===== src/rtl/addr_latch_demux8.sv =====
// addr_latch_demux8: clocked 8-bit addressable latch / 1-to-8 demultiplexer.
// Rebuilds a byte serialized by a remote 8:1 mux. In scan mode an internal
// 3-bit counter walks the addresses, drives the remote mux selects through
// sel_out, and assembles each completed frame into word.
`timescale 1ns/1ps
module addr_latch_demux8 #(
  parameter int unsigned TPD = 0
) (
  input  logic       clk,
  input  logic       rst,
  input  logic       en,
  input  logic       clr,
  input  logic       scan,
  input  logic [2:0] sel,
  input  logic       d,
  output logic [7:0] q,
  output logic [2:0] sel_out,
  output logic [7:0] word,
  output logic       word_valid
);

  logic [7:0] q_r;
  logic [7:0] q_nxt_s;
  logic [7:0] word_r;
  logic [7:0] word_nxt_s;
  logic [2:0] cnt_r;
  logic [2:0] cnt_nxt_s;
  logic [2:0] addr_s;
  logic       valid_r;
  logic       frame_done_s;

  // Effective address: internal counter in scan mode, external sel otherwise.
  always_comb begin
    addr_s = 3'd0;
    if (scan) begin
      addr_s = cnt_r;
    end else begin
      addr_s = sel;
    end
  end

  // Latch next state from the {clr,en} mode decode; an unknown direct-mode
  // address during a write poisons the whole latch in simulation.
  always_comb begin
    q_nxt_s = q_r;
    if (en && !scan && ((^sel) === 1'bx)) begin
      q_nxt_s = {8{1'bx}};
    end else begin
      case ({clr, en})
        2'b00: q_nxt_s = q_r;
        2'b01: q_nxt_s[addr_s] = d;
        2'b11: begin
          q_nxt_s         = 8'h00;
          q_nxt_s[addr_s] = d;
        end
        2'b10: q_nxt_s = 8'h00;
        default: q_nxt_s = q_r;
      endcase
    end
  end

  // Scan counter: advance on write, resync to zero on clear, frozen outside scan.
  always_comb begin
    cnt_nxt_s = cnt_r;
    if (scan && en) begin
      cnt_nxt_s = cnt_r + 3'd1;
    end else if (scan && clr) begin
      cnt_nxt_s = 3'd0;
    end else begin
      cnt_nxt_s = cnt_r;
    end
  end

  // Frame completes on the write of bit 7; capture the post-write latch value.
  always_comb begin
    frame_done_s = scan && en && (cnt_r == 3'd7);
    word_nxt_s   = word_r;
    if (frame_done_s) begin
      word_nxt_s = q_nxt_s;
    end else begin
      word_nxt_s = word_r;
    end
  end

  // State registers; asynchronous reset discards any partial frame.
  always_ff @(posedge clk or posedge rst) begin
    if (rst) begin
      q_r     <= 8'h00;
      cnt_r   <= 3'd0;
      word_r  <= 8'h00;
      valid_r <= 1'b0;
    end else begin
      q_r     <= q_nxt_s;
      cnt_r   <= cnt_nxt_s;
      word_r  <= word_nxt_s;
      valid_r <= frame_done_s;
    end
  end

  // Output drive; the delay only exists for simulation when TPD is nonzero.
  generate
    if (TPD == 0) begin : g_nodly
      assign q          = q_r;
      assign sel_out    = cnt_r;
      assign word       = word_r;
      assign word_valid = valid_r;
    end else begin : g_dly
      assign #(TPD) q          = q_r;
      assign #(TPD) sel_out    = cnt_r;
      assign #(TPD) word       = word_r;
      assign #(TPD) word_valid = valid_r;
    end
  endgenerate

endmodule


===== config.mk =====
export PLATFORM = sky130hd
export DESIGN_NAME = addr_latch_demux8
export DESIGN_NICKNAME = d
export VERILOG_FILES = /design/src/rtl/addr_latch_demux8.sv
export SDC_FILE = /design/constraint.sdc
export NUM_CORES = 1
export LEC_CHECK = 0
export CORE_ASPECT_RATIO = 1.2
export CORE_MARGIN = 2
export CORE_UTILIZATION = 30
export CTS_CLUSTER_DIAMETER = 150
export DETAILED_ROUTE_END_ITERATION = 8
export GPL_TIMING_DRIVEN = 0
export PLACE_DENSITY = 0.63
export SYNTH_ARGS = -nofsm -noshare
export SYNTH_HDL_FRONTEND = slang
export SYNTH_SLANG_ARGS = --single-unit

===== constraint.sdc =====
create_clock -name clk -period 5.14 [get_ports clk]
set_clock_uncertainty 0.05 [all_clocks]
set_input_delay 1.285 -clock clk [delete_from_list [all_inputs] [get_ports clk]]
set_output_delay 1.285 -clock clk [all_outputs]
set_load 0.02 [all_outputs]

==> results_dict.tcl <==
set metrics [dict create \
    outcome "finished with violations" \
    violations "design-rule violations" \
    nets 141 \
    rsz0062_at_grt "false" \
    internal-power_uw 344 \
    syn_avg_cell_area_um2 11.1 \
    start_util 0.319 \
    grt_pass1_wl_mm 4.02 \
    pin_count 29 \
    setup_viol_count_final 0 \
    cts_resized 0 \
    place_inst 162 \
    dpl_cell_area_um2 1400 \
    dp_slack_ns 2.17 \
    drt-initial-drc-count 21 \
    cap_violations 0 \
    switchingPower_uw 178 \
    htreeDepth 1 \
    ys_ff_latch 20 \
    clkPwrFrac 0.236 \
    path_cells "clkdlybuf4s50_1" \
    finish.utilization 0.429 \
    die-height_um 69.9 \
    cp_top_family "buffers and inverters" \
    vias 842 \
    cts_num_sinks 20 \
    dr.pass1.iters 6 \
    leakagePower_nw 0.596 \
    grt.total_usage 0.126 \
    hold_viol_final 0 \
    drive_above_1_share 0.194 \
    swShare 0.342 \
    rows 23 \
    path_clk_slew_ns 0.08 \
    finalNonFillerCells 166 \
    crit_path_top_delay_cell "clkdlybuf4s50_1" \
    grt_max_degree 21 \
    cp-start-kind "flop" \
    cts_root_buf "clkbuf_8" \
    routabilityCongestion 0.737 \
    hold_slack_ns 0.466 \
    nFillCells 357 \
    route.detailed.drc 2 \
    fin_ws_ns 2.33 \
    grt_overflow 0 \
    num_antenna_cells 0 \
    critPathKind "reg2out" \
    seq_power_share 0.404 \
    syn-num-nets 109 \
    cp_slowest_stage_delay_ns 0.68 \
    io_buffers 27 \
    stdcell_area_um2 1460 \
    synth_ff_type "dfrtp_1" \
    routed_wl_mm 2.41 \
    hold_class "reg2reg" \
    pwr_density_cell_nw_per_um2 359 \
    fmax_mhz 356 \
    core_um2 3400 \
    post_cts_buffers 0 \
    synth-edff-count 0 \
    hpwlAfterDp_mm 1.83 \
    ys_warn_count 0 \
    antenna_found_initial 0 \
    power.ir.vdd_worst_uv 155 \
    yosysUniqueCellTypes 29 \
    critPathCaptureType "primary output" \
    floorplan.die_area_um2 4110 \
    fin_setup_tns_ns 0 \
    synth_seq_area_share 0.461 \
    finalMaxSlewViolations 0 \
    cp.required_ns 3.81 \
    slew_headroom 0.479 \
    total_power_uw 522 \
    grt_pass1_vias 875 \
    ys_async_sr_fraction 1.00 \
    worst_pin_slew_ns 0.780 \
    syn_inst 98 \
    die_w_um 58.9 \
    cts_tree "yes" \
    pwr-share-comb 0.361 \
    clk_path_buf_depth 2 \
    wl_per_cell_um 14.5 \
    clock_latency_ns 0.26 \
    finalCritPeriodShare 0.546 \
    cts_made_buffers 3 \
    ctsHoldBuffers 0 \
    synth_area_um2 1080 \
    cp_max_fo 7 \
    area_growth_syn_to_layout_pct 34.3 \
    ant_nets 0 \
    viasPerCell 5.07 \
    timing.critical_path.buf_inv 1 \
    cp.arrival_ns 1.47 \
    fin_crit_ns 2.81 \
]
==> placed cells by master (no fill, tap or decap), types with 4 or more instances in the layout <==
cell,Yosys,routed
nand2_1,4,4
clkdlybuf4s50_1,0,27
nor2b_1,8,8
clkbuf_8,0,4
nor2_1,8,8
o21ai_0,13,13
dfrtp_1,20,20
o21a_1,8,8
a21oi_2,5,5
==> registers in the layout (all words and copies together) (netlist names) <==
name	flops
q	8
word_valid	1
word	8
sel_out	3
==> power groups by stage <==
stage / Clock, mW / Combinational, mW / Sequential (mW)
final: 0.123 / 0.188 / 0.211
after global routing: 0.131 / 0.204 / 0.217
after CTS: 0.125 / 0.191 / 0.212
after detailed placement: 0 / 0.191 / 0.215
after global placement: 0 / 0.186 / 0.214
after floorplan: 0 / 0.0680 / 0.250
==> kinds of logic (layout without fill, tap and decap cells) <==
kind of cell               count (synthesis)  count (layout)  synth area share
AOI/OAI and AO/OA                         40              40             0.294
adders and majority gates                  2               2            0.0231
buffers and inverters                      7              38            0.0427
DFF                                       20              20             0.461
muxes                                      2               2            0.0231
and+or+nand+nor                           27              27             0.156
==> cells in the mapped netlist, types with 3 or more instances <==
master,n,area [um^2]
o21ai_0,13,65.1
dfrtp_1,20,500
nor2b_1,8,50.1
o21a_1,8,60.1
a21oi_1,3,15.0
nor2_1,8,30.0
a21oi_2,5,43.8
nand2_1,4,15.0
o21ai_1,3,15.0
==> cell type report <==
| cell class | count | area [um^2] | area share |
|---|---|---|---|
| clock buffer | 4 | 55.1 | 0.0378 |
| buffer | 4 | 35.0 | 0.0241 |
| multi-input combinational | 71 | 538 | 0.369 |
| tap | 37 | 46.3 | 0.0318 |
| inverter | 3 | 11.3 | 0.00773 |
| timing repair buffer | 27 | 270 | 0.186 |
| sequential | 20 | 500 | 0.344 |
==> final timing paths <==
path,cells after the start,to,startpoint,slack (ns)
worst max-delay path,1,sel_out[0],sel_out[0],2.33
worst min-delay path,2,word[1],word[1],0.47
worst max register to register,7,word[7],sel_out[0],3.36
worst min register to register,2,word[1],word[1],0.47
max in group asynchronous,2,word[0],rst,3.14
min in group asynchronous,2,word_valid,rst,1.42
==> routing by layer <==
metal  GRT usage  part of all wire  up-vias
met5           0                 0        -
met4      0.0227            0.0087        0
met3      0.0167             0.031        2
met2       0.226              0.52       18
met1       0.158              0.44      410
li1            -                 -      412
(Power assumes the default switching activity.)
